## src/rtl/grid_scan_display_pkg.sv

```systemverilog
// Shared definitions for the 8x8 grid datapath: board geometry, scan state
// encoding and the row-extraction helper used by both evolve and display.
package grid_scan_display_pkg;

    localparam int GRID_ROWS  = 8;
    localparam int GRID_COLS  = 8;
    localparam int GRID_BITS  = GRID_ROWS * GRID_COLS;
    localparam int ROW_IDX_W  = $clog2(GRID_ROWS);
    localparam int POP_W      = $clog2(GRID_BITS + 1);

    typedef enum logic {
        IDLE = 1'b0,
        SCAN = 1'b1
    } scan_state_t;

    // Row r occupies bits [8r+7:8r]; column c of that row is bit 8r+c.
    function automatic logic [GRID_COLS-1:0] grid_row(
        input logic [GRID_BITS-1:0] g,
        input logic [ROW_IDX_W-1:0] r
    );
        return g[int'(r) * GRID_COLS +: GRID_COLS];
    endfunction

endpackage

```

## src/rtl/grid_scan_display_popcount64.sv

```systemverilog
// Combinational population count of a 64-bit board; the caller registers
// the result.
module popcount64
    import grid_scan_display_pkg::*;
(
    input  logic [GRID_BITS-1:0] i_bits,
    output logic [POP_W-1:0]     o_count
);

    logic [POP_W-1:0] w_sum;

    // NOTE: every variable assigned in always_comb gets a default first so no latch is inferred.
    always_comb begin
        w_sum = '0;
        for (int i = 0; i < GRID_BITS; i++) begin
            w_sum = w_sum + {{(POP_W-1){1'b0}}, i_bits[i]};
        end
    end

    assign o_count = w_sum;

endmodule

```

## src/rtl/grid_scan_display.sv

```systemverilog
// Row-multiplexed LED driver for an 8x8 board: double-buffered frames, one
// row held for CLK_DIV cycles, swap of a pending frame only at the frame boundary.
module grid_scan_display
    import grid_scan_display_pkg::*;
#(
    parameter int CLK_DIV = 50000
) (
    input  logic                 clk,
    input  logic                 reset,
    input  logic [GRID_BITS-1:0] grid,
    input  logic                 grid_valid,
    input  logic                 blank,
    output logic [GRID_ROWS-1:0] row_sel,
    output logic [GRID_COLS-1:0] col_data,
    output logic                 frame_done,
    output logic [POP_W-1:0]     alive_count
);

    localparam int             DW        = (CLK_DIV > 1) ? $clog2(CLK_DIV) : 1;
    localparam logic [DW-1:0]  DWELL_MAX = DW'(CLK_DIV - 1);

    scan_state_t            r_state;
    logic [DW-1:0]          r_dwell;
    logic [ROW_IDX_W-1:0]   r_row_idx;
    logic [GRID_BITS-1:0]   r_disp;
    logic [GRID_BITS-1:0]   r_pending;
    logic                   r_pending_flag;
    logic [GRID_ROWS-1:0]   r_row_sel;
    logic [GRID_COLS-1:0]   r_col_data;
    logic [POP_W-1:0]       r_alive;

    scan_state_t            w_state_next;
    logic [DW-1:0]          w_dwell_next;
    logic [ROW_IDX_W-1:0]   w_row_next;
    logic [GRID_BITS-1:0]   w_disp_next;
    logic [GRID_BITS-1:0]   w_pending_next;
    logic                   w_pending_flag_next;
    logic [GRID_ROWS-1:0]   w_row_sel_next;
    logic [GRID_COLS-1:0]   w_col_data_next;
    logic                   w_boundary;
    logic [POP_W-1:0]       w_pop;

    // NOTE: sequential state uses non-blocking assignments so all registers update together at the edge.
    always_ff @(posedge clk or negedge reset) begin
        if (!reset) begin
            r_state <= IDLE;
        end else begin
            r_state <= w_state_next;
        end
    end

    always_comb begin
        w_state_next = r_state;
        case (r_state)
            IDLE:    if (grid_valid) w_state_next = SCAN;
            SCAN:    w_state_next = SCAN;
            default: w_state_next = IDLE;
        endcase
    end

    always_comb begin
        w_dwell_next        = r_dwell;
        w_row_next          = r_row_idx;
        w_disp_next         = r_disp;
        w_pending_next      = r_pending;
        w_pending_flag_next = r_pending_flag;
        w_boundary          = 1'b0;

        case (r_state)
            IDLE: begin
                if (grid_valid) begin
                    w_disp_next  = grid;
                    w_dwell_next = '0;
                    w_row_next   = '0;
                end
            end
            SCAN: begin
                w_boundary = (r_row_idx == ROW_IDX_W'(GRID_ROWS - 1)) && (r_dwell == DWELL_MAX);
                if (r_dwell == DWELL_MAX) begin
                    w_dwell_next = '0;
                    w_row_next   = r_row_idx + 1'b1;
                end else begin
                    w_dwell_next = r_dwell + 1'b1;
                end
                // A strobe landing on the boundary itself outranks anything pending.
                if (w_boundary) begin
                    if (grid_valid) begin
                        w_disp_next = grid;
                    end else if (r_pending_flag) begin
                        w_disp_next = r_pending;
                    end
                    w_pending_flag_next = 1'b0;
                end else if (grid_valid) begin
                    w_pending_next      = grid;
                    w_pending_flag_next = 1'b1;
                end
            end
            default: ;
        endcase

        w_row_sel_next  = '0;
        w_col_data_next = '0;
        if (w_state_next == SCAN) begin
            w_col_data_next = grid_row(w_disp_next, w_row_next);
            if (!blank) begin
                w_row_sel_next = {{(GRID_ROWS-1){1'b0}}, 1'b1} << w_row_next;
            end
        end
    end

    popcount64 u_popcount (
        .i_bits  (r_disp),
        .o_count (w_pop)
    );

    // NOTE: the display and pending buffers are plain registers, so they are reset like any other state.
    always_ff @(posedge clk or negedge reset) begin
        if (!reset) begin
            r_dwell        <= '0;
            r_row_idx      <= '0;
            r_disp         <= '0;
            r_pending      <= '0;
            r_pending_flag <= 1'b0;
            r_row_sel      <= '0;
            r_col_data     <= '0;
            r_alive        <= '0;
        end else begin
            r_dwell        <= w_dwell_next;
            r_row_idx      <= w_row_next;
            r_disp         <= w_disp_next;
            r_pending      <= w_pending_next;
            r_pending_flag <= w_pending_flag_next;
            r_row_sel      <= w_row_sel_next;
            r_col_data     <= w_col_data_next;
            // Display buffer only changes on a load, so this trails each load by one cycle and holds otherwise.
            r_alive        <= w_pop;
        end
    end

    assign row_sel     = r_row_sel;
    assign col_data    = r_col_data;
    assign frame_done  = w_boundary;
    assign alive_count = r_alive;

endmodule

```

## config.mk

```make
export PLATFORM = sky130hd
export DESIGN_NAME = grid_scan_display
export DESIGN_NICKNAME = d
export VERILOG_FILES = /design/src/rtl/grid_scan_display_pkg.sv /design/src/rtl/grid_scan_display_popcount64.sv /design/src/rtl/grid_scan_display.sv
export SDC_FILE = /design/constraint.sdc
export NUM_CORES = 1
export LEC_CHECK = 0
export ABC_AREA = 1
export BUFFER_PORTS_ARGS = -buffer_cell sky130_fd_sc_hd__buf_4
export CAP_MARGIN = 20
export CELL_PAD_IN_SITES_DETAIL_PLACEMENT = 2
export CELL_PAD_IN_SITES_GLOBAL_PLACEMENT = 2
export CORE_MARGIN = 4
export CORE_UTILIZATION = 39
export CTS_CLUSTER_DIAMETER = 200
export DETAILED_ROUTE_END_ITERATION = 10
export PLACE_DENSITY_LB_ADDON = 0.1
export RECOVER_POWER = 100
export SYNTH_ARGS = -nofsm -noshare
export SYNTH_HDL_FRONTEND = slang
export SYNTH_SLANG_ARGS = --single-unit
```

## constraint.sdc

```tcl
create_clock -name clk -period 11.38 [get_ports clk]
set_clock_uncertainty 0.2 [all_clocks]
set_input_delay 2.276 -clock clk [delete_from_list [all_inputs] [get_ports clk]]
set_output_delay 2.276 -clock clk [all_outputs]
set_load 0.01 [all_outputs]
```

Word level (Yosys, flattened, before mapping)

Index checks and enable logic that the tools add are counted.
W data, S select, Z words.

Register bits: 172
Input port bits: 68
Output and inout port bits: 24
Logic and storage cells: 104

$add $sub $neg: 65
Equal/unequal tests: 3
Shift operators: 2
Mux-type cells: 19
Bitwise gates (word level): 2
Reduce and logical (&&, ||, !) cells: 4

Operator list:

| kind                    | number |
|---|---|
| $add A7 B1 Y7           | 62 |
| $mux W64                | 4 |
| $pmux W64 S2            | 1 |
| $shiftx A64 B7 Y8       | 1 |
| $mux W16                | 2 |
| $pmux W16 S2            | 1 |
| $mux W8                 | 3 |
| $add A16 B1 Y16 const B | 1 |
| $eq A16 B16 Y1 const B  | 1 |
| $shl A1 B3 Y8 const A   | 1 |
| $mux W3                 | 2 |
| $pmux W3 S2             | 1 |
| $mux W1                 | 4 |
| $add A3 B1 Y3 const B   | 1 |
| $eq A3 B3 Y1 const B    | 1 |
| $reduce_and A3 Y1       | 1 |
| $add A1 B1 Y2           | 1 |
| $ne A2 B2 Y1 const B    | 1 |
| $not A1 Y1              | 2 |
| $pmux W1 S2             | 1 |
| $reduce_and A2 Y1       | 1 |
| $reduce_bool A2 Y1      | 1 |
| $logic_and A1 B1 Y1     | 1 |

Logic depth before layout (Yosys ltp)

Word-level depth: 63
Depth in mapped cells: 23
Depth with buffers taken out: 23

Hierarchy

From an unflattened synthesis, not the netlist that was laid out.

Cells, all modules: 1653
Area total of the unflattened synthesis: 11753.8 µm²

By module, submodules not included:

| module            | instances | cells an instance | area an instance (µm²) | seq. area each (µm²) |
|---|---|---|---|---|
| grid_scan_display | 1         | 1474              | 10045.9                | 4304.1 |
| popcount64        | 1         | 179               | 1707.9                 | 0.0 |

Least setup slack after synthesis

Ideal clock, no wire load.

Path type: register to register
Start: register r_disp[54]
End: register r_alive[6], in the netlist alive_count[6]
Setup time: 78 ps
Data arrival time: 5729 ps
Required time: 11102 ps
Slack: 5373 ps
Stages on the path, launching flop included: 19
Clock period less this slack: 6007 ps
Cell sequence: dfrtp_1 -> fa_1 -> inv_1 -> fa_1 -> inv_1 -> fa_1 -> inv_1 -> fa_1 -> inv_1 -> fa_1 -> inv_1 -> fa_1 -> fa_1 -> fa_1 -> fa_1 -> fa_1 -> o21ai_0 -> a21oi_1 -> o21bai_1

Longest elaborated chain between the ends: 10

RTL lines:

| item                            | RTL line                           | RTL |
|---|---|---|
| start: declaration              | grid_scan_display.sv:25            | `logic [GRID_BITS-1:0] r_disp;` |
| start signal: assignment        | grid_scan_display.sv:130           | `r_disp <= w_disp_next;` |
| $add A7 B1 Y7 (10 in series)    | grid_scan_display_popcount64.sv:16 | `w_sum = w_sum + {{(POP_W-1){1'b0}}, i_bits[i]};` |
| named net u_popcount.o_count[6] | grid_scan_display_popcount64.sv:7  | `output logic [POP_W-1:0] o_count` |
| end signal: assignment          | grid_scan_display.sv:136           | `r_alive <= w_pop;` |
| end: declaration                | grid_scan_display.sv:30            | `logic [POP_W-1:0] r_alive;` |

The timed path passes the listed nets, and every way through them passes these cells.
A chain may end at the register's enable or synchronous reset.

Final worst setup path

Start: input grid_valid
End: register r_col_data[1], in the netlist col_data[1]

Longest elaborated chain between the ends: 5
Elaborated cells on any way between the ends: 10
Those cells by class: shift: 1; mux: 9

RTL lines:

| item                         | RTL line                    | RTL |
|---|---|---|
| start: declaration           | grid_scan_display.sv:11     | `input logic grid_valid,` |
| $mux W64                     | grid_scan_display.sv:87     | `if (grid_valid) begin` |
| $mux W64                     | grid_scan_display.sv:86     | `if (w_boundary) begin` |
| $pmux W64 S2                 | grid_scan_display.sv:69     | `case (r_state)` |
| $shiftx A64 B7 Y8            | grid_scan_display_pkg.sv:21 | `return g[int'(r) * GRID_COLS +: GRID_COLS];` |
| $mux W8 *                    | grid_scan_display.sv:103    | `if (w_state_next == SCAN) begin` |
| named net w_col_data_next[1] | grid_scan_display.sv:39     | `logic [GRID_COLS-1:0] w_col_data_next;` |
| end signal: assignment       | grid_scan_display.sv:134    | `r_col_data <= w_col_data_next;` |
| end: declaration             | grid_scan_display.sv:29     | `logic [GRID_COLS-1:0] r_col_data;` |

Mark *: on every way through the listed nets, which the timed path passes. The rest lies on a longest branch.

==> results <==
- In the synthesized netlist the dominant register cell turns out to be sky130_fd_sc_hd__dfrtp_1.
- Routability-driven placement finished with a final weighted congestion of 0.8616.
- Clock tree synthesis found a total of 172 sinks.
- The number of antenna diodes is 0.
- The post-placement setup slack is 4.914 ns.
- Summing the sequential cell areas from Yosys gives 36.16% of the chip area.
- The flow ran to the end, but the final reports show violations.
- The placed wire-length estimate is 29370 um.
- Measured against its own limit, the worst slew margin works out to -171.3%.
- The final-report max-slew violation count is 356.
- The number of flops mapped to enable cells by yosys is 0.
- A synthesized cell averages 7.630 um^2.
- The largest fanout of any net on the critical path is 72.
- The post-CTS repair timing setup buffer count is 0.
- The post-synthesis cell count is 1560.
- At the worst endpoint, the required time is 11.54 ns.
- The biggest area contributor in the post-synthesis netlist is sky130_fd_sc_hd__dfrtp_1.
- The vias after detailed routing is 10834.
- The worst-skew pair later-pin latency is 0.46 ns.
- The die is 182.7 um wide.
- The max-cap violation count is 6.
- The number of hold-repair buffers added at the cts stage is 0.
- The H-tree generated during clock tree synthesis spans 4 levels.
- After clock tree synthesis, the clock-pin slew on the worst setup and hold paths is 0.08 ns.
- No sink is reached through more buffers than the 2 on the longest clock path.
- The pin slew with the least headroom to its limit is 4.069 ns.
- The initial utilization of the core area, before any placement, comes to 39.84%.
- The via count of the first global-routing pass is 12688.
- The overall fraction of global-route tracks in use is 27.30%.
- The total die area is 33380 um^2.
- Counting I/O delays and the setup requirement, the final critical path takes 8.378 ns.
- During synthesis, Yosys emitted a total of 0 warnings.
- In this run the worst hold path is classified as reg2reg.
- Buffers placed on the I/O ports in this run total 91.
- The startpoint type of the worst setup path is a primary input.
- Setup repair after global routing left no endpoint under its margin.
- The flip-flop and latch count after synthesis is 172.
- The die extent in y is 182.7 um.
- The first TritonRoute pass finished after 4 iterations.
- In this run, CTS created clock tree buffers numbering 17.
- The number of antenna violations at the first check in global routing is 0.
- The worst setup slack after layout is 3.002 ns.
- At the end of the flow, the number of nets in the layout was 1734.
- After detailed routing, the number of vias per cell comes to 5.431.
- The netlist area before placement is 11900 um^2.
- The share of the synthesized area in the top cell type is 36.16%.
- Static timing analysis puts the maximum clock frequency at 119.4 MHz.
- The core area is 29870 um^2.
- The synthesis-to-finish area growth is 10.59%.
- The global-route wire length before repair is 70960 um.
- After routing, the total negative slack on setup checks comes to 0 ns.
- The most common cell after layout, fill and taps aside is sky130_fd_sc_hd__nand2_1.
- The share of synthesized registers carrying an async set or reset is 100.0%.
- The library cells used most frequently in the layout, excluding fill and tap cells, are 540 x sky130_fd_sc_hd__nand2_1, 228 x sky130_fd_sc_hd__inv_1, 170 x sky130_fd_sc_hd__dfrtp_1.
- Data on the critical path arrives at its endpoint at 8.54 ns.
- The number of nets in the synthesized netlist is 1701.
- The wire length reported by the detailed router is 44000 um.
- The total congestion overflow is 0.
- The cell sitting at the root of the clock tree is a sky130_fd_sc_hd__clkbuf_16.
- The number of nets with antenna violations after routing is 0.
- The count of boundary I/O pins is 92.
- Setup violations remaining at the end of the flow were counted as 0.
- The total DRC errors in the routed layout is 0.
- The number of cells upsized or downsized after cts is 0.
- Entering global routing, the biggest net connects 73 pins.
- Cells with a size suffix above 1 make up 11.59% of the layout.
- By area the synthesized netlist is led by sky130_fd_sc_hd__dfrtp_1 36%, sky130_fd_sc_hd__nand2_1 17%, sky130_fd_sc_hd__fa_1 9.1%, sky130_fd_sc_hd__inv_1 7.2%, sky130_fd_sc_hd__mux2_2 6.1%.
- The number of cell rows is 63.
- The checks that failed: max-capacitance violations, max-slew violations.
- The post-route clock period utilization is 73.62%.
- The detailed router finished its first iteration with 604 violations.
- TritonCTS built the clock tree.
- In the final routed layout, each cell accounts on average for 22.05 um.
- The worst setup path is captured at a flip-flop.
- The final-report hold violation count is 0.
- The kind of critical path is in2reg.
- Synthesis instantiated 36 different standard cells from the library.
-- kinds of logic (layout without fill, tap and decap cells) --
group	count (synthesis)	in the layout	synth area share (%)
buffers and inverters	320	365	11.08
flip-flops	172	172	36.16
multiplexers	64	64	6.055
adder cells (fa/ha/maj)	73	73	11.08
XOR/XNOR	7	7	0.5151
AND/OR/NAND/NOR	792	792	28.02
AO/OA/AOI/OAI	132	132	7.085
-- final timing paths --
| check | start | end | slack, ns | cells after the start |
|---|---|---|---|---|
| min in group asynchronous | reset | r_pending[60]$_DFFE_PN0P_ | 3.04 | 1 |
| worst min register to register | r_pending[11]$_DFFE_PN0P_ | r_pending[11]$_DFFE_PN0P_ | 0.30 | 1 |
| worst max register to register | r_disp[54]$_DFF_PN0_ | alive_count[6]$_DFF_PN0_ | 4.92 | 18 |
| worst min-delay path | r_pending[11]$_DFFE_PN0P_ | r_pending[11]$_DFFE_PN0P_ | 0.30 | 1 |
| max in group asynchronous | reset | r_disp[22]$_DFF_PN0_ | 3.65 | 2 |
| worst max-delay path | grid_valid | col_data[1]$_DFF_PN0_ | 3.00 | 14 |
-- sequential cells by signal, indices dropped and copies added, names as in the netlist --
signal          flops
r_dwell            16
r_row_idx           3
r_pending_flag      1
r_state             1
alive_count         7
r_disp             64
r_pending          64
col_data            8
row_sel             8
-- synth_stat cells (all sizes together) (2+ instances only) --
cell    instances
o22ai           3
nand2         544
o32ai           2
fa             54
nand3         131
xor2            5
xnor2           2
dfrtp         172
o31ai           8
buf            42
inv           233
mux2           64
a21oi          17
clkbuf         45
or2             3
o211ai         52
o21ai          48
nor2           64
nor3            6
nand4          43
ha             19
-- metal layers --
| metal | up-vias | global-route usage, % | share of wire [%] | wire, um |
|---|---|---|---|---|
| met5 | - | 0 | 0 | 0 |
| met4 | 0 | 7.475 | 2.2 | 948 |
| met3 | 55 | 4.664 | 3.3 | 1454 |
| met2 | 182 | 48.36 | 50 | 22180 |
| met1 | 5613 | 34.45 | 44 | 19410 |
| li1 | 4984 | - | - | - |
-- cell type report --
type | count | area (um^2)
clock inverters | 14 | 135.1
repair buffers | 101 | 649.4
fillers | 3482 | 16710
clock buffers | 17 | 425.4
well taps | 390 | 488.0
inverters | 233 | 875.8
flip-flops and latches | 172 | 4309
multi-input cells | 1068 | 6280
-- metrics by stage --
stage          hold slack (ns)  util (%)  instance area [um^2]  instances
2_1_floorplan           0.2739         -                 11900       1560
3_3_place_gp            0.2835     42.61                 12730       1964
3_5_place_dp            0.2891     42.61                 12730       1964
4_1_cts                 0.3057     44.49                 13290       1995
5_1_grt                 0.3292     44.06                 13160       1995
6_report                0.3045     44.06                 13160       1995
-- worst max-delay path: stages --
cell and delay, ns:
sky130_fd_sc_hd__clkbuf_1 2.31, sky130_fd_sc_hd__clkbuf_1 2.26, sky130_fd_sc_hd__nand2_1 0.32, sky130_fd_sc_hd__nand2_1 0.19
sky130_fd_sc_hd__nand4_1 0.09, sky130_fd_sc_hd__nand3_1 0.17, sky130_fd_sc_hd__nand2_1 0.13, sky130_fd_sc_hd__nand2_1 0.10
sky130_fd_sc_hd__nand2_1 0.07, sky130_fd_sc_hd__nand2_1 0.07, sky130_fd_sc_hd__nand2_1 0.09, sky130_fd_sc_hd__nand2_1 0.07
sky130_fd_sc_hd__nand2_1 0.09, sky130_fd_sc_hd__nor2_1 0.24
Power is not shown: default switching activity piles up to over one toggle a cycle in this logic, so the estimate is an artifact.
